--- src/rtl/cond_logic_seq.sv ---
// rtl/cond_logic_seq.sv - ARM condition evaluation, NZCV flag banks, write-strobe gating and saved-flags stack
module cond_logic_seq #(
    parameter int NUM_BANKS  = 2,
    parameter int SAVE_DEPTH = 4,
    parameter int NV_MODE    = 0,
    parameter int BANK_W     = (NUM_BANKS > 1) ? $clog2(NUM_BANKS) : 1,
    localparam int CNT_W     = $clog2(SAVE_DEPTH + 1)
) (
    input  logic              clk,
    input  logic              reset_n,
    input  logic              cond_valid,
    input  logic [3:0]        cond,
    input  logic [BANK_W-1:0] bank_sel,
    input  logic [3:0]        alu_flags,
    input  logic [1:0]        flag_w,
    input  logic              next_pc,
    input  logic              pcs,
    input  logic              reg_w,
    input  logic              mem_w,
    input  logic              push,
    input  logic              pop,
    output logic              pc_write,
    output logic              reg_write,
    output logic              mem_write,
    output logic              cond_ex,
    output logic [3:0]        flags,
    output logic [CNT_W-1:0]  stack_cnt,
    output logic              stack_err
);
    localparam int IDX_W = (SAVE_DEPTH > 1) ? $clog2(SAVE_DEPTH) : 1;

    logic [3:0]       banks [NUM_BANKS];
    logic [3:0]       stack [SAVE_DEPTH];
    logic             bank_ok;
    logic [3:0]       cur_flags;
    logic             cond_res;
    logic             full;
    logic             empty;
    logic             do_push;
    logic             do_pop;
    logic             err_set;
    logic [IDX_W-1:0] push_idx;
    logic [IDX_W-1:0] top_idx;

    // Out-of-range bank selects read as all-zero flags and swallow writes.
    assign bank_ok   = ({1'b0, bank_sel} < (BANK_W + 1)'(NUM_BANKS));
    assign cur_flags = bank_ok ? banks[bank_sel] : 4'b0000;

    function automatic logic eval_cond(input logic [3:0] c, input logic [3:0] f);
        logic n, z, cf, v, ge;
        {n, z, cf, v} = f;
        ge = (n == v);
        case (c)
            4'b0000: eval_cond = z;
            4'b0001: eval_cond = ~z;
            4'b0010: eval_cond = cf;
            4'b0011: eval_cond = ~cf;
            4'b0100: eval_cond = n;
            4'b0101: eval_cond = ~n;
            4'b0110: eval_cond = v;
            4'b0111: eval_cond = ~v;
            4'b1000: eval_cond = cf & ~z;
            4'b1001: eval_cond = ~(cf & ~z);
            4'b1010: eval_cond = ge;
            4'b1011: eval_cond = ~ge;
            4'b1100: eval_cond = ~z & ge;
            4'b1101: eval_cond = ~(~z & ge);
            4'b1110: eval_cond = 1'b1;
            default: eval_cond = (NV_MODE != 0);
        endcase
    endfunction

    assign cond_res = eval_cond(cond, cur_flags);

    assign full     = (stack_cnt == CNT_W'(SAVE_DEPTH));
    assign empty    = (stack_cnt == '0);
    assign do_push  = push & ~pop & ~full;
    assign do_pop   = pop & ~push & ~empty;
    assign err_set  = (push & pop) | (push & full) | (pop & empty);
    assign push_idx = IDX_W'(stack_cnt);
    assign top_idx  = IDX_W'(stack_cnt - 1'b1);

    always_ff @(posedge clk or negedge reset_n) begin
        if (!reset_n) begin
            cond_ex   <= 1'b0;
            stack_cnt <= '0;
            stack_err <= 1'b0;
        end else begin
            if (cond_valid) cond_ex <= cond_res;
            if (do_push) stack_cnt <= stack_cnt + 1'b1;
            else if (do_pop) stack_cnt <= stack_cnt - 1'b1;
            if (err_set) stack_err <= 1'b1;
        end
    end

    // A pop restore takes priority over a gated ALU flag update to the same bank.
    always_ff @(posedge clk or negedge reset_n) begin
        if (!reset_n) begin
            for (int b = 0; b < NUM_BANKS; b++) banks[b] <= 4'b0000;
        end else begin
            for (int b = 0; b < NUM_BANKS; b++) begin
                if (bank_ok && bank_sel == BANK_W'(b)) begin
                    if (do_pop) begin
                        banks[b] <= stack[top_idx];
                    end else if (cond_ex) begin
                        if (flag_w[1]) banks[b][3:2] <= alu_flags[3:2];
                        if (flag_w[0]) banks[b][1:0] <= alu_flags[1:0];
                    end
                end
            end
        end
    end

    always_ff @(posedge clk) begin
        if (do_push) stack[push_idx] <= cur_flags;
    end

    assign flags     = cur_flags;
    assign pc_write  = next_pc | (pcs & cond_ex);
    assign reg_write = reg_w & cond_ex;
    assign mem_write = mem_w & cond_ex;
endmodule

--- config.mk ---
export PLATFORM = sky130hd
export DESIGN_NAME = cond_logic_seq
export DESIGN_NICKNAME = d
export VERILOG_FILES = /design/src/rtl/cond_logic_seq.sv
export SDC_FILE = /design/constraint.sdc
export NUM_CORES = 1
export LEC_CHECK = 0
export CORE_UTILIZATION = 62
export DETAILED_ROUTE_END_ITERATION = 10
export DONT_BUFFER_PORTS = 1
export PLACE_DENSITY = 0.78
export SYNTH_ARGS = -nofsm -noshare
export SYNTH_HDL_FRONTEND = slang
export SYNTH_SLANG_ARGS = --single-unit
--- constraint.sdc ---
create_clock -name clk -period 2.9 [get_ports clk]
set_input_delay 0.29 -clock clk [delete_from_list [all_inputs] [get_ports clk]]
set_output_delay 0.29 -clock clk [all_outputs]
set_load 0.01 [all_outputs]
== Yosys cells after proc, flatten, opt, wreduce, memory -nomap -nowiden ==
Memories as Yosys holds them, arrays and structs flattened.
Cells that the tools add are included.

* Add/sub/neg operators: 2
* Multiply operators: 0
* Divide/modulo/power cells: 0
* Order comparisons: 1
* Equality and inequality tests: 16
* Shift-type cells: 0
* Muxes and demuxes: 12
* Bitwise logic cells: 28
* Reduce and logical (&&, ||, !) cells: 10

{| class="wikitable"
|+ Operators with widths
! kind !! number
|-
| equality test 4 bit (second input constant) || 7
|-
| two-way mux 4 bit || 5
|-
| equality test 4 x 3 -> 1 bit (second input constant) || 4
|-
| case mux 1 bit (15 select lines) || 1
|-
| bitwise AND 1 bit || 12
|-
| inverter 1 bit || 12
|-
| AND reduction 3 bit || 4
|-
| equality test 4 x 2 -> 1 bit (second input constant) || 2
|-
| nonzero test 2 bit || 4
|-
| two-way mux 3 bit || 2
|-
| equality test 4 x 1 -> 1 bit (second input constant) || 1
|-
| logical NOT 4 bit || 1
|-
| two-way mux 2 bit || 2
|-
| adder 3 x 1 -> 3 bit (second input constant) || 1
|-
| equality test 3 bit (second input constant) || 1
|-
| logical NOT 3 bit || 1
|-
| OR 1 bit || 3
|-
| subtractor 3 x 1 -> 3 bit (second input constant) || 1
|-
| >= comparator 2 bit (second input constant) || 1
|-
| two-way mux 1 bit || 2
|-
| inverter 1 -> 2 bit || 1
|-
| equality test 1 bit || 1
|}

* Bits in registers: 13
* Latch bits: 0
* Bits in writable memories: 16
* ROM bits: 0
* Input bits: 20
* Logic and storage cells: 77
* Memories: 1

{| class="wikitable"
|+ Memory list
! name !! words !! bits a word !! rd ports !! clocked after Yosys merged registers in !! write ports !! RTL line !! text
|-
| stack || 4 || 4 || 1 || 0 || 1 || 33 || <nowiki>logic [3:0] stack [SAVE_DEPTH];</nowiki>
|}

== Logic depth before layout (Yosys ltp) ==
Gate-level depths: netlist (run 1).

* Depth in word-level cells: 8
* Depth in mapped cells: 9
* Gate-level depth less buffers: 7

== Worst setup path before layout (run 1) ==
OpenSTA, ideal clock, no wires.

* Path kind: flip-flop to flip-flop
* From: register stack_cnt[0]
* To: register banks[4] in the netlist's numbering
* Setup time: 0.125 ns
* Data arrival time: 2.053 ns
* Data required time: 2.775 ns
* Path slack: 0.722 ns
* Stages on the path, launching flop included: 8
* Buffers on the path: 2
* Path through: dfrtp_1 -> buf_2 -> inv_1 -> ha_1 -> clkbuf_1 -> mux4_2 -> mux2_2 -> mux2_2

* Longest elaborated chain between the ends: 5
* Elaborated cells on any way between the ends: 9

{| class="wikitable"
|+ Ends and longest elaborated chain
! what !! RTL line !! text
|-
| start, declared || 27 || <nowiki>output logic [CNT_W-1:0] stack_cnt,</nowiki>
|-
| start signal, assigned || 90 || <nowiki>if (do_push) stack_cnt <= stack_cnt + 1'b1;</nowiki>
|-
| start signal, assigned || 91 || <nowiki>else if (do_pop) stack_cnt <= stack_cnt - 1'b1;</nowiki>
|-
| parallel branches: the longest is 5 deep, another holds memory read (4 x 4 bit) || - ||
|-
| end signal, assigned by index || 104 || <nowiki>banks[b] <= stack[top_idx];</nowiki>
|-
| end signal, assigned by index || 106 || <nowiki>if (flag_w[1]) banks[b][3:2] <= alu_flags[3:2];</nowiki>
|-
| end signal, assigned by index || 107 || <nowiki>if (flag_w[0]) banks[b][1:0] <= alu_flags[1:0];</nowiki>
|-
| end, declared || 32 || <nowiki>logic [3:0] banks [NUM_BANKS];</nowiki>
|}

Several ways; the timed one is not identified.
A chain may end at the register's enable or synchronous reset.

== Worst setup path in the final report (run 1) ==
* From: register stack_cnt[1]
* To: register banks[6] in the netlist's numbering

Same word-level chain as after synthesis.

==> impl_metrics.ini, run 1 <==
[pwr]
vdd_ir_drop_max_uv = 697
power_switching_share_pct = 35.5
intPower_mw = 1.10
p_leak_nw = 0.669
pwr-share-seq_pct = 41.4
p_comb_share_pct = 38.9
power.density_nw_per_um2 = 972
clkPwrFrac_pct = 19.7
p_switching_mw = 0.604

[global_route]
antenna_found_initial = 0
gr-usage-all-layers_pct = 25.0
grt_pass1_wl_mm = 4.87
grt_pass1_vias = 1059
grt_overflow = 0
grt_max_degree = 17

[worst_hold_path]
hold_depth = 2
hp-start = push
min_delay_worst_endpoint = stack_err$_DFFE_PN0P_
hp-class = input pin to flip-flop

[floorplan]
core-area_um2 = 2500
die-area_um2 = 2880
start_util_pct = 66.1
die_w_um = 53.6
rows = 18
ios = 32
die_h_um = 53.6

[final_layout]
nNetsFinal = 160
post-route-util_pct = 70.0
layout_common_cells = mux2_2, edfxtp_1, dfrtp_1
layout-drive-gt1-share_pct = 23.5
diodes = 0
area_delta_synth_final_pct = 5.90

[logic_synthesis]
synth_nets = 159
yosys.cell_types.count = 38
synth-seq-cells = 29
syn_area_um2 = 1650
avgSynthCellArea_um2 = 12.3
netlist_instances = 134
yosys_warnings = 0
ys_seq_area_share_pct = 48.8

[status]
status = complete, no violations

[drt]
wl_mm = 3.09
firstDrtPassIters = 4
drtIter0Drc = 18
wl_per_cell_um = 18.6
ant_nets = 0
dr_total_vias = 1057
viasPerCell = 6.37
drc = 0

[placed_design]
port_buffers = 0
hpwl_mm = 2.29
pre_cts_slack_ps = 815
gp_congestion = 0.772

[worst_setup_path]
arrival_ps = 2330
worstSetupEndpointType = flip-flop
crit_type = flip-flop to flip-flop
r2r_end = banks[6]$_DFFE_PN0P_
ff2ff_setup_slack_ps = 790
worst-r2r-cell-count = 6
r2r_start = stack_cnt[1]$_DFFE_PN0P_
cp.required_ps = 3120
path_max_fanout = 6
cp-start-kind = flip-flop

[clock_network]
cts_root_buffer = clkbuf_4
htreeDepth = 2
clock-sinks = 29
ctsLongestPathBuffers = 2
clkLatencyLatePin_ps = 320
numCtsBuffers = 5
post-cts-setup-buffers = 0
cts_tree = yes
clk_pin_slew_ps = 110

[job]
maxCapViolCount = 0

[timing]
setup_viol = 0
drv_slew = 0
fmax_mhz = 474
tightest_slew_ps = 651
min_period_over_period_pct = 72.8
maxSlewHeadroom_pct = 56.5
period_needed_ps = 2110
skew_ps = 11.1
rsz0062_at_grt = false
tns_ps = 0
fin_ws_ps = 789
hold_violations = 0
-- area by class of cell --
cell class	instances	area [um^2]
Clock buffer	5	37.5
Timing Repair Buffer	2	17.5
Multi-Input combinational cell	91	783
Sequential cell	29	806
Inverter	6	22.5
Fill cell	183	749
Tap cell	30	37.5
Clock inverter	3	46.3
-- registers in the layout (all words and copies together) (netlist names) --
signal     cells
banks          8
stack_err      1
stack         16
stack_cnt      3
cond_ex        1
-- synth_stat cells, drive strengths merged --
library cell,count,area share (%)
a21oi,5,1.5
nor2b,2,0.76
a2111oi,1,0.53
nand2,8,1.8
nor3b,2,0.91
nor4b,1,0.53
a32oi,2,1.1
buf,4,1.6
nor4bb,1,0.61
a211o,1,0.53
and3b,1,0.53
nor2,7,1.6
nand2b,1,0.38
a21o,1,0.45
a21bo,2,1.2
clkbuf,4,0.91
mux2,16,11
mux2i,3,1.8
mux4,5,6.8
nand3,1,0.30
nand3b,1,0.45
dfrtp,13,20
xnor2,6,3.2
o211ai,1,0.45
and4b,1,0.61
nor3,1,0.30
o311ai,1,0.53
and3,1,0.38
and2,7,2.6
ha,5,3.8
o21ai,2,0.61
or3b,1,0.53
inv,6,1.4
a22oi,1,0.45
a31oi,2,0.76
edfxtp,16,29
a211oi,1,0.45
-- how the worst max path moves through the flow --
stage                                 to                     start  slack (ps)
finish              banks[6]$_DFFE_PN0P_  stack_cnt[1]$_DFFE_PN0P_         790
global route        banks[4]$_DFFE_PN0P_  stack_cnt[1]$_DFFE_PN0P_         690
CTS                 banks[5]$_DFFE_PN0P_  stack_cnt[1]$_DFFE_PN0P_         790
detailed placement  banks[6]$_DFFE_PN0P_  stack_cnt[1]$_DFFE_PN0P_         810
global placement    banks[4]$_DFFE_PN0P_  stack_cnt[1]$_DFFE_PN0P_         890
floorplan           banks[4]$_DFFE_PN0P_  stack_cnt[0]$_DFFE_PN0P_         720
-- per-layer routing --
metal | routed length, um | vias to the layer above | global-route usage, %
li1 | - | 495 | -
met1 | 1440 | 516 | 32.7
met2 | 1440 | 44 | 39.0
met3 | 199 | 2 | 9.60
met4 | 10 | 0 | 6.58
met5 | 0 | - | 0
-- repair_timing --
action,4_1_cts,5_1_grt
resized for setup,0,0
hold endpoints to repair,13,0
hold buffers,1,0
-- worst max-delay path, stage by stage, from the launching register on --
cell	delay, ps
dfrtp_1	460
inv_1	120
ha_1	230
a21oi_1	240
and2_1	300
mux2_2	390
mux2_2	270
-- cell families after synthesis --
family,after synthesis,synth area share (%)
flip-flops,29,48.8
multiplexers,24,19.5
AO/OA/AOI/OAI,20,8.55
AND/OR/NAND/NOR,36,12.3
adder cells (fa/ha/maj),5,3.79
XOR/XNOR,6,3.18
buffers and inverters,14,3.86
-- power by group through the flow --
stage	logic, mW	clock network, mW	registers, mW
after detailed placement	0.660	0	0.708
after CTS	0.671	0.342	0.702
final	0.661	0.336	0.705
after global routing	0.737	0.367	0.724
after floorplan	0.544	0	0.680
after global placement	0.640	0	0.702
-- through the flow --
step	hold slack [ps]	std cells	total power, mW	cell area [um^2]
global placement	-5.33	157	1.34	1660
floorplan	-5.59	134	1.22	1650
CTS	106	166	1.71	1750
global route	104	166	1.83	1750
finish	122	166	1.70	1750
detailed placement	-5.30	157	1.37	1660
Power figures use the tool's default switching activity.
==> run 2: changes to the inputs <==
- clock period: 2.9 -> 2.11 ns (I/O delays scaled with it)
==> run 2 against run 1 <==
Largest power group unchanged. Routed wire length grew 2.4%. Highest routed layer unchanged. Fmax grew 10%. Power grew 31%. Largest cell class unchanged. Clock power shrank 1%. Cell area shrank 0.79%. Flip-flop and latch count is the same.
==> impl_metrics.ini, run 2 (same netlist as run 1, synthesis figures left out) <==
[final_layout]
post-route-util_pct = 69.5
layout.cells.non_filler = 168
largest-register = stack
largest_register_ffs = 16
multi_input_area_um2 = 783
nNetsFinal = 162
reg_top3 = stack (16), banks (8), stack_cnt (3)
ff_latch_area_um2 = 806
nFillCells = 184
layout-drive-gt1-share_pct = 24.6
layout_common_cells = mux2_2, edfxtp_1, dfrtp_1
area_delta_synth_final_pct = 5.07
diodes = 0
stdcell_area_um2 = 1740

[timing]
tightest_slew_ps = 623
period_needed_ps = 1910
drv_slew = 0
setup_viol = 0
tns_ps = 0
fin_hold_ws_ps = 31.7
maxSlewHeadroom_pct = 58.3
skew_ps = 3.93
rsz0062_at_grt = false
hold_violations = 0
fmax_mhz = 523
min_period_over_period_pct = 90.6

[pwr]
p_switching_mw = 0.830
clkPwrFrac_pct = 14.9
power_switching_share_pct = 37.2
p_comb_share_pct = 42.3
intPower_mw = 1.40
power.density_nw_per_um2 = 1280
pwr-share-seq_pct = 42.8
p_leak_nw = 0.668
vdd_ir_drop_max_uv = 894

[worst_setup_path]
worstSetupEndpointType = flip-flop
crit_chain = inv_1 > ha_1 > a21oi_1 > and2_1 > mux2_2 > mux2_2
cp-start-kind = flip-flop
slowest_stage = mux2_2
ff2ff_setup_slack_ps = 200
arrival_ps = 2130
crit_family = multiplexers
r2r_start = stack_cnt[1]$_DFFE_PN0P_
r2r_end = banks[4]$_DFFE_PN0P_
cp_slowest_stage_delay_ps = 390
path_max_fanout = 6
worst-r2r-cell-count = 6
crit_type = flip-flop to flip-flop
path_common_cell = mux2_2
path_buf_inv = 1
cp.required_ps = 2330

[floorplan]
ios = 32
rows = 18
die_w_um = 53.6
start_util_pct = 66.1
die_h_um = 53.6
core-area_um2 = 2500
die-area_um2 = 2880

[drt]
firstDrtPassIters = 5
wl_met2_mm = 1.52
top_layer = met4
wl_met1_mm = 1.40
wl_per_cell_um = 18.8
drc = 0
dr_total_vias = 1054
ant_nets = 0
viasPerCell = 6.27
wl_met3_um = 212
wl_mm = 3.17
drtIter0Drc = 19

[global_route]
gr-usage-all-layers_pct = 26.3
antenna_found_initial = 0
grt_pass1_vias = 1074
grt_pass1_wl_mm = 4.97
grt_max_degree = 17
grt_overflow = 0

[status]
status = complete, no violations

[clock_network]
cts_root_buffer = clkbuf_4
clkLatencyLatePin_ps = 330
ctsLongestPathBuffers = 2
numCtsBuffers = 5
clock-sinks = 29
cts_tree = yes
post-cts-setup-buffers = 0
clk_pin_slew_ps = 100
htreeDepth = 2

[placed_design]
port_buffers = 0
placed_cells = 159
gp_congestion = 0.808
placed_area_um2 = 1670
hpwl_mm = 2.33

[worst_hold_path]
hp-start = pop
min_delay_worst_endpoint = stack_err$_DFFE_PN0P_
hold_depth = 2
hp-class = input pin to flip-flop

[job]
maxCapViolCount = 0
## run 2: worst max path at each step
stage,startpoint,end,slack (ps),depth (start not counted)
floorplan,stack_cnt[0]$_DFFE_PN0P_,banks[4]$_DFFE_PN0P_,9,8
global placement,stack_cnt[1]$_DFFE_PN0P_,banks[7]$_DFFE_PN0P_,250,5
detailed placement,stack_cnt[1]$_DFFE_PN0P_,banks[7]$_DFFE_PN0P_,210,5
CTS,stack_cnt[1]$_DFFE_PN0P_,banks[7]$_DFFE_PN0P_,200,5
global route,stack_cnt[1]$_DFFE_PN0P_,banks[0]$_DFFE_PN0P_,50,6
finish,stack_cnt[1]$_DFFE_PN0P_,banks[4]$_DFFE_PN0P_,200,6
## run 2: worst register-to-register path, stage by stage, from the launching register on
cell	delay, ps
dfrtp_1	360
inv_1	80
ha_1	230
a21oi_1	170
and2_1	290
mux2_2	390
mux2_2	280
## run 2: cell type report
class,count,area share [%]
Inverter,6,1.30
Multi-Input combinational cell,91,45.1
Clock inverter,3,1.01
Clock buffer,5,2.16
Tap cell,30,2.16
Timing Repair Buffer,4,1.87
Sequential cell,29,46.4
## run 2: metal layers
layer | global-route usage [%] | vias to the layer above
li1 | - | 500
met1 | 34.3 | 515
met2 | 40.2 | 37
met3 | 8.47 | 2
met4 | 11.4 | 0
met5 | 0 | -
## run 2: power by group through the flow
stage	Combinational (mW)	Clock, mW	Sequential (mW)
3_3_place_gp	0.912	0	0.959
4_1_cts	0.949	0.337	0.953
2_1_floorplan	0.758	0	0.935
3_5_place_dp	0.933	0	0.967
6_report	0.944	0.332	0.955
5_1_grt	1.04	0.354	0.979
## run 2: repair_timing
item | CTS | global route
hold endpoints to repair | 13 | 0
gates resized for setup | 0 | 0
hold buffers | 1 | 0
## run 2: through the flow
| step | setup WS (ps) | total power [mW] |
|---|---|---|
| finish | 199 | 2.23 |
| global route | 46.0 | 2.37 |
| CTS | 197 | 2.24 |
| detailed placement | 211 | 1.90 |
| global placement | 251 | 1.87 |
| floorplan | 9.36 | 1.69 |
==> run 3: changes to the inputs <==
- CORE_UTILIZATION: 62 -> 56
- MAX_ROUTING_LAYER: default -> met4
- PLACE_DENSITY: 0.78 -> 0.74
- clock period: 2.11 -> 1.7 ns (I/O delays scaled with it)
==> run 3 against run 2 <==
Routed wire length rose by 2.3%. The run now ends with negative setup slack left. Worst hold slack improved by 25 ps. Register-to-register slack got worse by 220 ps. Cell area rose by 12%. Largest cell class is now multi-input gates. Combinational power rose by 64%. Utilization rose by 0.17 points. Sequential share of layout area fell by 4.8 points. Largest power group is now combinational cells. First-iteration DRC count rose by 16%.
==> impl_metrics.ini, run 3 (same netlist as run 1, synthesis figures left out) <==
[status]
status = finished, violations left
violations = negative setup slack

[drt]
ant_nets = 0
viasPerCell = 6.15
wl_mm = 3.24
drtIter0Drc = 22
firstDrtPassIters = 4
dr_total_vias = 1119
drc = 0
wl_per_cell_um = 17.8

[final_layout]
post-route-util_pct = 69.6
reg_top3 = stack (16), banks (8), stack_cnt (3)
final_common_cell = edfxtp_1
nFillCells = 193
layout-drive-gt1-share_pct = 38.4
largest_register_ffs = 16
diodes = 0
area_delta_synth_final_pct = 17.2
largest-register = stack
nNetsFinal = 175
layout_common_cells = edfxtp_1, dfrtp_1, buf_4

[placed_design]
gp_congestion = 0.766
port_buffers = 0
hpwl_mm = 2.44

[clock_network]
cts_tree = yes
cts_root_buffer = clkbuf_4
numCtsBuffers = 5
clock-sinks = 29
ctsLongestPathBuffers = 2
htreeDepth = 2
clk_pin_slew_ps = 100
clkLatencyLatePin_ps = 320

[timing]
tns_ps = -57.3
tightest_slew_ps = 639
rsz0062_at_grt = true
skew_ps = 12.4
hold_violations = 0
fmax_mhz = 582
maxSlewHeadroom_pct = 57.2
drv_slew = 0
period_needed_ps = 1720
setup_viol = 7
min_period_over_period_pct = 101
fin_ws_ps = -18.5

[worst_setup_path]
worst-r2r-cell-count = 4
cp-start-kind = flip-flop
arrival_ps = 1930
worstSetupEndpointType = flip-flop
path_max_fanout = 5
r2r_end = banks[1]$_DFFE_PN0P_
r2r_start = stack_cnt[0]$_DFFE_PN0P_
ff2ff_setup_slack_ps = -20
cp.required_ps = 1910
crit_type = flip-flop to flip-flop

[floorplan]
start_util_pct = 59.4
core-area_um2 = 2780
die_h_um = 56.3
ios = 32
die_w_um = 56.3
die-area_um2 = 3170
rows = 19

[pwr]
clkPwrFrac_pct = 13.0
vdd_ir_drop_max_uv = 1230
p_comb_share_pct = 49.8
p_leak_nw = 0.778
pwr-share-seq_pct = 37.2
power_switching_share_pct = 35.5
power.density_nw_per_um2 = 1610
intPower_mw = 2.01
p_switching_mw = 1.11

[job]
maxCapViolCount = 0

[global_route]
grt_pass1_vias = 1129
antenna_found_initial = 0
use_met1_pct = 26.1
grt_most_used_layer = met2
use_met3_pct = 6.45
met2_usage_pct = 39.6
grt_max_degree = 17
gr-usage-all-layers_pct = 22.7
grt_pass1_wl_mm = 5.26
grt_overflow = 0

[worst_hold_path]
hp-start = cond[3]
hold_depth = 3
min_delay_worst_endpoint = cond_ex$_DFFE_PN0P_
hp-class = input pin to flip-flop
## run 3: cell count changes in the layout (fill, tap and decap cells not counted), sizes merged
cell | previous run | this run
buf | 3 | 14
dlygate4sd3 | 1 | 3
## run 3: power by group through the flow
stage	clock network (mW)	registers [mW]	logic, mW
6_report	0.406	1.16	1.55
5_1_grt	0.449	1.18	1.67
4_1_cts	0.417	1.16	1.52
3_5_place_dp	0	1.17	1.46
3_3_place_gp	0	1.16	1.42
2_1_floorplan	0	1.16	1.10
## run 3: repair_timing
item,4_1_cts,5_1_grt
hold endpoints to repair,14,0
setup buffers,1,0
pin swaps,1,0
setup endpoints to repair,8,22
hold buffers,3,0
gates resized for setup,5,10
## run 3: metrics by stage
step                      hold slack [ps]  instance area, um^2  cells  setup WS (ps)  power [mW]
after floorplan                      -126                 1720    134           -218        2.27
after global placement               -125                 1800    170          -26.0        2.58
after detailed placement             -125                 1800    170          -67.7        2.63
after CTS                            52.2                 1900    182          -26.7        3.10
after global routing                 38.7                 1940    182          -65.4        3.30
final                                56.3                 1940    182          -18.5        3.12
## run 3: per-layer routing
metal  wire length (um)  part of all wire, %  up-vias
li1                   -                    -      524
met4                 43                  1.3        0
met3                152                  4.7        6
met2               1680                   52       34
met5                  0                    0        -
met1               1370                   42      555
## run 3: worst max-delay path: stages (launching register included)
cell and delay [ps]:
dfrtp_1 410, buf_6 150, mux4_2 500, mux2_4 280, mux2_4 270
## run 3: layout make-up
class	count	area, um^2	share of cell area (%)
clock buffer	5	37.5	1.94
clock inverter	3	17.5	0.904
inverter	6	25.0	1.29
multi-input combinational	91	873	45.1
sequential	29	806	41.6
tap	31	38.8	2.00
timing repair buffer	17	139	7.17
## run 3: worst max-delay path by stage
stage,from,end,depth (start not counted)
global placement,stack_cnt[1]$_DFFE_PN0P_,banks[7]$_DFFE_PN0P_,6
detailed placement,stack_cnt[0]$_DFFE_PN0P_,banks[1]$_DFFE_PN0P_,6
global route,stack_cnt[0]$_DFFE_PN0P_,banks[1]$_DFFE_PN0P_,4
floorplan,stack_cnt[0]$_DFFE_PN0P_,banks[0]$_DFFE_PN0P_,7
CTS,stack_cnt[0]$_DFFE_PN0P_,banks[1]$_DFFE_PN0P_,4
finish,stack_cnt[0]$_DFFE_PN0P_,banks[1]$_DFFE_PN0P_,4
